==> src/rtl/lsu_pkg.sv <==
// Shared encodings for the load/store unit: access sizes, FSM states and the
// width of the read-latency down-counter.
package lsu_pkg;

   localparam logic [1:0] SZ_BYTE = 2'b00;
   localparam logic [1:0] SZ_HALF = 2'b01;
   localparam logic [1:0] SZ_WORD = 2'b10;

   // Wide enough to hold RD_LAT-1 for RD_LAT up to 4.
   localparam int CNT_W = 3;

   typedef enum logic [1:0] {
      S_IDLE,
      S_READ,
      S_WRITE,
      S_RESP
   } lsu_state_e;

endpackage

==> src/rtl/lsu_lane_align.sv <==
// Byte-lane steering: extracts and extends load data from a memory word, and
// merges sub-word store data into a fetched word (little-endian lanes).
module lsu_lane_align
   import lsu_pkg::*;
(
   input  logic [31:0] word_i,
   input  logic [1:0]  offset_i,
   input  logic [1:0]  size_i,
   input  logic        signed_i,
   input  logic [31:0] store_data_i,
   output logic [31:0] load_data_o,
   output logic [31:0] merged_o
);

   logic [4:0]  byte_sel;
   logic [4:0]  half_sel;
   logic [7:0]  byte_v;
   logic [15:0] half_v;

   always_comb begin
      byte_sel    = {offset_i, 3'b000};
      half_sel    = {offset_i[1], 4'b0000};
      byte_v      = word_i[byte_sel +: 8];
      half_v      = word_i[half_sel +: 16];
      load_data_o = word_i;
      merged_o    = store_data_i;
      case (size_i)
         SZ_BYTE: begin
            load_data_o = {{24{signed_i & byte_v[7]}}, byte_v};
            merged_o    = word_i;
            merged_o[byte_sel +: 8] = store_data_i[7:0];
         end
         SZ_HALF: begin
            load_data_o = {{16{signed_i & half_v[15]}}, half_v};
            merged_o    = word_i;
            merged_o[half_sel +: 16] = store_data_i[15:0];
         end
         default: begin
            load_data_o = word_i;
            merged_o    = store_data_i;
         end
      endcase
   end

endmodule

==> src/rtl/load_store_unit.sv <==
// Load/store bus initiator for the word-addressed data memory, with
// read-modify-write for sub-word stores. Optional LSU_MISALIGN_TRAP_EN
// reports misaligned half/word accesses instead of force-aligning them.
//
// state   | meaning
// S_IDLE  | req_ready=1, waiting for a request
// S_READ  | mem_read held for RD_LAT cycles, word captured on the last
// S_WRITE | mem_write for one cycle
// S_RESP  | rsp_valid pulse
module load_store_unit
   import lsu_pkg::*;
#(
   parameter int ADDR_W = 18,
   parameter int RD_LAT = 1
) (
   input  logic              clk,
   input  logic              rst_n,
   input  logic              req_valid,
   output logic              req_ready,
   input  logic              req_write,
   input  logic [1:0]        req_size,
   input  logic              req_signed,
   input  logic [ADDR_W+1:0] req_addr,
   input  logic [31:0]       req_wdata,
   output logic              rsp_valid,
   output logic [31:0]       rsp_rdata,
   output logic              rsp_err,
   output logic [ADDR_W-1:0] mem_address,
   output logic [31:0]       mem_write_data,
   output logic              mem_write,
   output logic              mem_read,
   input  logic [31:0]       mem_read_data
);

   localparam logic [CNT_W-1:0] CNT_INIT = CNT_W'(RD_LAT - 1);

   lsu_state_e        state_q, state_d;
   logic [ADDR_W-1:0] addr_q, addr_d;
   logic [1:0]        off_q, off_d;
   logic [1:0]        size_q, size_d;
   logic              signed_q, signed_d;
   logic              write_q, write_d;
   logic [31:0]       wdata_q, wdata_d;
   logic [31:0]       mem_wdata_q, mem_wdata_d;
   logic [31:0]       rdata_q, rdata_d;
   logic              err_q, err_d;
   logic [CNT_W-1:0]  cnt_q, cnt_d;

   logic [1:0]        req_size_n;
   logic [1:0]        req_off_n;
   logic              misalign;
   logic [31:0]       load_data;
   logic [31:0]       merged;

   lsu_lane_align u_lane_align (
      .word_i       (mem_read_data),
      .offset_i     (off_q),
      .size_i       (size_q),
      .signed_i     (signed_q),
      .store_data_i (wdata_q),
      .load_data_o  (load_data),
      .merged_o     (merged)
   );

   always_comb begin
      req_size_n = (req_size == 2'b11) ? SZ_WORD : req_size;
      case (req_size_n)
         SZ_BYTE: req_off_n = req_addr[1:0];
         SZ_HALF: req_off_n = {req_addr[1], 1'b0};
         default: req_off_n = 2'b00;
      endcase
`ifdef LSU_MISALIGN_TRAP_EN
      misalign = ((req_size_n == SZ_HALF) && req_addr[0]) ||
                 ((req_size_n == SZ_WORD) && (req_addr[1:0] != 2'b00));
`else
      misalign = 1'b0;
`endif
   end

   always_comb begin
      state_d     = state_q;
      addr_d      = addr_q;
      off_d       = off_q;
      size_d      = size_q;
      signed_d    = signed_q;
      write_d     = write_q;
      wdata_d     = wdata_q;
      mem_wdata_d = mem_wdata_q;
      rdata_d     = rdata_q;
      err_d       = err_q;
      cnt_d       = cnt_q;
      case (state_q)
         S_IDLE: begin
            if (req_valid) begin
               addr_d   = req_addr[ADDR_W+1:2];
               off_d    = req_off_n;
               size_d   = req_size_n;
               signed_d = req_signed;
               write_d  = req_write;
               wdata_d  = req_wdata;
               rdata_d  = 32'h0;
               err_d    = 1'b0;
               cnt_d    = CNT_INIT;
               if (misalign) begin
                  err_d   = 1'b1;
                  state_d = S_RESP;
               end else if (req_write && (req_size_n == SZ_WORD)) begin
                  mem_wdata_d = req_wdata;
                  state_d     = S_WRITE;
               end else begin
                  state_d = S_READ;
               end
            end
         end
         S_READ: begin
            if (cnt_q == '0) begin
               if (write_q) begin
                  mem_wdata_d = merged;
                  state_d     = S_WRITE;
               end else begin
                  rdata_d = load_data;
                  state_d = S_RESP;
               end
            end else begin
               cnt_d = cnt_q - CNT_W'(1);
            end
         end
         S_WRITE: state_d = S_RESP;
         default: state_d = S_IDLE;
      endcase
   end

   always_ff @(posedge clk or negedge rst_n) begin
      if (!rst_n) begin
         state_q     <= S_IDLE;
         addr_q      <= '0;
         off_q       <= 2'b00;
         size_q      <= SZ_BYTE;
         signed_q    <= 1'b0;
         write_q     <= 1'b0;
         wdata_q     <= 32'h0;
         mem_wdata_q <= 32'h0;
         rdata_q     <= 32'h0;
         err_q       <= 1'b0;
         cnt_q       <= '0;
      end else begin
         state_q     <= state_d;
         addr_q      <= addr_d;
         off_q       <= off_d;
         size_q      <= size_d;
         signed_q    <= signed_d;
         write_q     <= write_d;
         wdata_q     <= wdata_d;
         mem_wdata_q <= mem_wdata_d;
         rdata_q     <= rdata_d;
         err_q       <= err_d;
         cnt_q       <= cnt_d;
      end
   end

   // Strobes decode straight from state so an async reset drops them at once.
   assign req_ready      = (state_q == S_IDLE);
   assign mem_read       = (state_q == S_READ);
   assign mem_write      = (state_q == S_WRITE);
   assign rsp_valid      = (state_q == S_RESP);
   assign rsp_rdata      = rdata_q;
   assign rsp_err        = err_q;
   assign mem_address    = addr_q;
   assign mem_write_data = mem_wdata_q;

endmodule

==> config.mk <==
export PLATFORM = sky130hd
export DESIGN_NAME = load_store_unit
export DESIGN_NICKNAME = d
export VERILOG_FILES = /design/src/rtl/lsu_pkg.sv /design/src/rtl/lsu_lane_align.sv /design/src/rtl/load_store_unit.sv
export SDC_FILE = /design/constraint.sdc
export NUM_CORES = 1
export LEC_CHECK = 0
export ABC_CLOCK_PERIOD_IN_PS = 3000
export BUFFER_PORTS_ARGS = -buffer_cell sky130_fd_sc_hd__buf_2
export CORE_ASPECT_RATIO = 1.5
export CORE_MARGIN = 2
export CORE_UTILIZATION = 48
export DETAILED_ROUTE_END_ITERATION = 7
export GPL_ROUTABILITY_DRIVEN = 1
export PLACE_DENSITY = 0.77
export REMOVE_ABC_BUFFERS = 1
export SLEW_MARGIN = 40
export SYNTH_ARGS = -nofsm -noshare
export SYNTH_HDL_FRONTEND = slang
export SYNTH_SLANG_ARGS = --single-unit
==> constraint.sdc <==
create_clock -name clk -period 3 [get_ports clk]
set_input_delay 0.45 -clock clk [delete_from_list [all_inputs] [get_ports clk]]
set_output_delay 0.45 -clock clk [all_outputs]
set_load 0.01 [all_outputs]
* Word level (Yosys, flattened, before mapping)
Index checks and enable logic that the tools add are counted.
** Word-level totals
- Logic and storage cells :: 68
- Register bits after elaboration :: 125
- Output and inout bits :: 87
- Memories kept :: 0
- Bits in latches :: 0
- Bits in writable memories :: 0
- ROM bits :: 0
- Input bits :: 91
** Operators by class
- Shift operators :: 6
- Div/mod/pow operators :: 0
- $mul :: 0
- Reductions and logical operators :: 11
- Add/subtract/negate cells :: 3
- Bitwise logic cells :: 2
- Magnitude comparators :: 0
- Equality and inequality tests :: 13
- Mux-type cells :: 23
** Operator list (number)
- $pmux 32 s2 :: 4
- $mux 32 :: 7
- $bwmux 32 :: 2
- $shift 16x7->32 const A :: 1
- $shift 8x7->32 const A :: 1
- $shiftx 16x7->32 :: 1
- $shiftx 32x6->16 :: 1
- $shiftx 32x6->8 :: 1
- $shiftx 8x7->32 :: 1
- $neg 5->7 :: 2
- $eq 2x2->1 const B :: 4
- $mux 2 :: 4
- $eq 2x1->1 const B :: 3
- $logic_not 2->1 :: 3
- $mux 3 :: 2
- $ne 2x1->1 const B :: 3
- $ne 2x2->1 const B :: 3
- $pmux 2 s3 :: 1
- $pmux 3 s2 :: 1
- $reduce_and 5->1 :: 1
- $pmux 2 s2 :: 1
- $reduce_and 2->1 :: 2
- $reduce_and 4->1 :: 1
- $logic_not 3->1 :: 1
- other kinds (6) :: 7

* Logic depth before layout (Yosys ltp)
- Word-level depth :: 7
- Depth in mapped cells :: 10

* By module
Synthesis repeated with hierarchy kept, for this count alone.
** Unflattened totals
- Cells, all modules :: 632
- Area, all modules :: 6860.3 sq um
** Modules (own cells, without submodules)
- load_store_unit :: cells each 377, area each 5042.3 sq um, times used 1, sequential area each 3128.0 sq um
- lsu_lane_align :: cells each 255, area each 1818.0 sq um, times used 1, sequential area each 0.0 sq um

* Worst setup path after synthesis
No wires, ideal clock.
- Kind :: register to register
- Start point :: reg off_q[1]
- End point :: reg mem_wdata_q[16] (netlist: mem_write_data[16])
- Setup slack :: -77 ps
- Data arrival time :: 2982 ps
- Stages on the path, launching flop included :: 11
- Setup time :: 95 ps
- Path buffers :: 4
- Path through :: dfrtp_1 clkbuf_1 clkbuf_1 buf_1 inv_1 ha_1 or3b_2 clkbuf_1 o22ai_1 a221oi_1 o31ai_1
** On the way
- Cells in the longest elaborated chain, start to end :: 7
- Elaborated cells on any way between the ends :: 12
- Those cells by class :: add/sub (2); shift (4); mux (6)
** RTL lines
- start: declaration :: line load_store_unit.sv:39 : logic [1:0] off_q, off_d;
- start signal: assignment :: line load_store_unit.sv:137 : off_q <= 2'b00;
- start signal: assignment :: line load_store_unit.sv:149 : off_q <= off_d;
- $neg 5->7 (on tied branches) :: line lsu_lane_align.sv:36, lsu_lane_align.sv:31
- $shiftx 16x7->32 (tied with other cells) :: line lsu_lane_align.sv:36 : merged_o[half_sel +: 16] = store_data_i[15:0];
- $bwmux 32 (on tied branches) :: line lsu_lane_align.sv:36, lsu_lane_align.sv:31
- $pmux 32 s2 (*) :: line lsu_lane_align.sv:27 : case (size_i)
- $mux 32 (*) :: line load_store_unit.sv:117 : if (write_q) begin
- $mux 32 (*) :: line load_store_unit.sv:116 : if (cnt_q == '0) begin
- $pmux 32 s2 (*) :: line load_store_unit.sv:92 : case (state_q)
- end signal: assignment :: line load_store_unit.sv:154 : mem_wdata_q <= mem_wdata_d;
- end: declaration :: line load_store_unit.sv:44 : logic [31:0] mem_wdata_q, mem_wdata_d;
Mark *: on every way between the ends. The rest lies on a longest branch, timed or not. The select of a mux whose other input is x is not followed.
A chain may end at the register's enable or synchronous reset.

* Worst setup path in the final report
- Start point :: reg state_q[1]
- End point :: reg cnt_q[0]
** On the way
- Cells in the longest elaborated chain, start to end :: 3
- Elaborated cells on any way between the ends :: 7
- Those cells by class :: eq/ne (3); mux (1); reduce/logical (3)
** RTL lines
- start: declaration :: line load_store_unit.sv:37 : lsu_state_e state_q, state_d;
- start signal: assignment :: line load_store_unit.sv:147 : state_q <= state_d;
- $eq 2x1->1 or $logic_not 2->1 (tied branches) :: line load_store_unit.sv:92
- $ne 2x2->1 (no line) or $reduce_bool 2->1 (tied branches)
- $reduce_and 3->1 (no line)
- end signal: assignment :: line load_store_unit.sv:157 : cnt_q <= cnt_d;
- end: declaration :: line load_store_unit.sv:47 : logic [CNT_W-1:0] cnt_q, cnt_d;
Several ways; a longest one is shown, not always the timed one.

==> impl_metrics.tcl <==
set metrics [dict create \
    critPathMaxFanout 56 \
    num-nets-final 889 \
    cts_made_buffers 17 \
    path_cells "inv_1 > ha_2 > buf_4 > clkinvlp_4 > and3_1 > a211o_1 > a211oi_1" \
    globalplace.congestion 0.878 \
    areaGrowthSynthToFinish_pct 26.0 \
    yosys.area.top_type "dfrtp_1" \
    dp_cells 930 \
    final_core_util_pct 62.0 \
    async_flop_share_pct 100 \
    drc 0 \
    first_iter_violations 541 \
    dp_hpwl_um 14100 \
    cp_data_required_time_ps 3320 \
    die_x_um 100 \
    vias_per_cell 6.33 \
    port_buffers 176 \
    critPathKind "flop to flop" \
    synth_flop_cell "dfrtp_1" \
    cp_slowest_cell "clkinvlp_4" \
    final_hold_viol_count 0 \
    tightestPinTransition_ps 700 \
    synth_area_um2 6660 \
    grt_pass1_wl_um 32800 \
    root_buffer "clkbuf_16" \
    std_cell_rows 52 \
    synth_area_leaders "dfrtp_1 47%, mux2_2 9.3%, a221oi_1 4.2%, nand2_1 4.1%, o31ai_1 3.9%" \
    postCtsResizedCells 0 \
    antenna_found_initial 1 \
    vdd_ir_drop_max_v 0.000715 \
    setup_tns_ps 0 \
    maxSlewHeadroom_pct 53.1 \
    cap_violations 0 \
    finalCriticalPeriod_ps 2830 \
    final.period_utilization_pct 94.4 \
    cts_num_sinks 125 \
    synth-seq-area-share_pct 47.0 \
    clockBufferDepth 2 \
    ant_nets 0 \
    critical-path-max-stage-delay_ps 660 \
    wire_per_inst_um 21.7 \
    first_pass_iters 5 \
    post_cts_buffers 0 \
    coreArea_um2 13500 \
    finalClockSkew_ps 8.10 \
    cts_tree "done" \
    grt_pass1_vias 6290 \
    antenna_cells 0 \
    synth-edff-count 0 \
    p_leak_uw 0.00395 \
    synth_top_cell_area_share_pct 47.0 \
    hp-class "input port to async pin" \
    h-tree-depth 4 \
    r2r_cells 7 \
    final_cell_mix "175 x buf_2, 124 x dfrtp_1, 71 x nand2_1, 55 x mux2_2, 44 x nor2_1" \
    rsz0062_at_grt "no" \
    setup_viol_count_final 0 \
    yosysWarnings 0 \
    grt_overflow_total 0 \
    slew_violations 0 \
    status "completed" \
    start_util_pct 49.2 \
    p_per_area_nw_per_um2 1210 \
    synthCells 628 \
    grt_use_total_pct 28.6 \
    vias 6087 \
    fp.dieArea_um2 14900 \
    pin_count 178 \
    grt_max_degree 57 \
    cp_num_buf_inv 3 \
    hold_buffers 0 \
    power_uw 10100 \
    layout-drive-gt1-share_pct 39.5 \
    instances_no_fill 962 \
    worstPathArrival_ps 3150 \
    syn_area_per_cell_um2 10.6 \
    critPathTopFamily "buffers and inverters" \
    layout_commonest_cell "buf_2" \
    cp.depth 7 \
    fillCellCount 1118 \
    synth_cell_types 55 \
    max_freq_mhz 353 \
    ys_ff_latch 125 \
    drt_wl_total_um 20800 \
    fp.dieH_um 148 \
    clk_latency_ps 420 \
    end_kind "flop" \
    clk_pin_slew_worst_paths_ps 60 \
    start_kind "flop" \
]
[cells in the mapped netlist, types with 4 or more instances]
| cell type | number |
|---|---|
| nand2_1 | 72 |
| nor3_1 | 10 |
| mux2i_1 | 10 |
| mux4_2 | 8 |
| nand2b_1 | 19 |
| a21oi_1 | 18 |
| o21ai_0 | 18 |
| ha_1 | 11 |
| mux2_2 | 55 |
| inv_1 | 17 |
| a211oi_1 | 4 |
| a32o_1 | 7 |
| a221o_1 | 21 |
| buf_1 | 9 |
| nor2_1 | 44 |
| o31ai_1 | 35 |
| o41ai_1 | 8 |
| a221o_2 | 10 |
| a22o_1 | 4 |
| a221oi_1 | 32 |
| o22ai_1 | 8 |
| dfrtp_1 | 125 |
| clkbuf_1 | 41 |
[final timing paths]
kind,start,to,slack (ps)
worst max-delay path,state_q[1],cnt_q[0],170
worst min-delay path,rst_n,mem_address[0],70
worst max register to register,state_q[1],cnt_q[0],170
worst min register to register,mem_write_data[14],mem_write_data[14],470
max in group asynchronous,rst_n,mem_write_data[23],2220
min in group clk,req_addr[4],mem_address[2],260
[worst reg2reg max path, delay by kind of cell (launching register included)]
| family | cells | cell delay, ps |
|---|---|---|
| buffers and inverters | 3 | 1330 |
| AOI/OAI and AO/OA | 2 | 440 |
| DFF | 1 | 410 |
| and+or+nand+nor | 1 | 390 |
| adders and majority gates | 1 | 180 |
[metrics by stage]
step           cell area [um2]  setup WS, ps  hold WS (ps)
6_report                  8390           167          74.9
3_5_place_dp              7720           262           462
2_1_floorplan             6420          -235           154
4_1_cts                   8390           280          82.7
5_1_grt                   8390          6.16           118
3_3_place_gp              7710          99.0           456
[report_power, final]
part / switching, uW / leakage [uW] / internal, uW / total, uW
Combinational: 2770 / 0.00206 / 1970 / 4730
Sequential: 590 / 0.00156 / 2500 / 3090
Clock: 759 / 0.000322 / 1560 / 2320
Total: 4120 / 0.00395 / 6030 / 10100
[final cells by class]
class                   count  area [um2]  area share, %
multi-input cells         428        3240           38.6
flip-flops and latches    125        3130           37.3
repair buffers            197        1080           12.9
clock buffers              22         484           5.77
well taps                 162         203           2.42
clock inverters            10         184           2.19
inverters                  18        71.3          0.850
[sequential cells by signal, indices dropped and copies added (netlist names)]
signal / cells
size_q: 2
cnt_q: 3
off_q: 2
state_q: 2
wdata_q: 32
mem_address: 18
mem_write_data: 32
signed_q: 1
write_q: 1
rsp_rdata: 32
[per-layer routing]
layer  track usage [%]  up-vias  share of wire (%)
met4              15.8        2                4.7
met3              7.75       79                8.5
li1                  -     2681                  -
met2              46.9      343                 50
met1              33.8     2982                 37
met5                 0        -              0.082
[kinds of logic (layout without fill, tap and decap cells)]
family | Yosys count | after routing | synth area share [%]
mux | 73 | 73 | 13.5
flops | 125 | 125 | 47.0
compound gates | 177 | 177 | 21.0
fa+ha+maj | 11 | 11 | 2.07
simple gates | 166 | 166 | 11.8
other cells | 1 | 1 | 0.0563
buf+inv | 75 | 247 | 4.62
No activity file was read; power rests on OpenSTA's default activity.
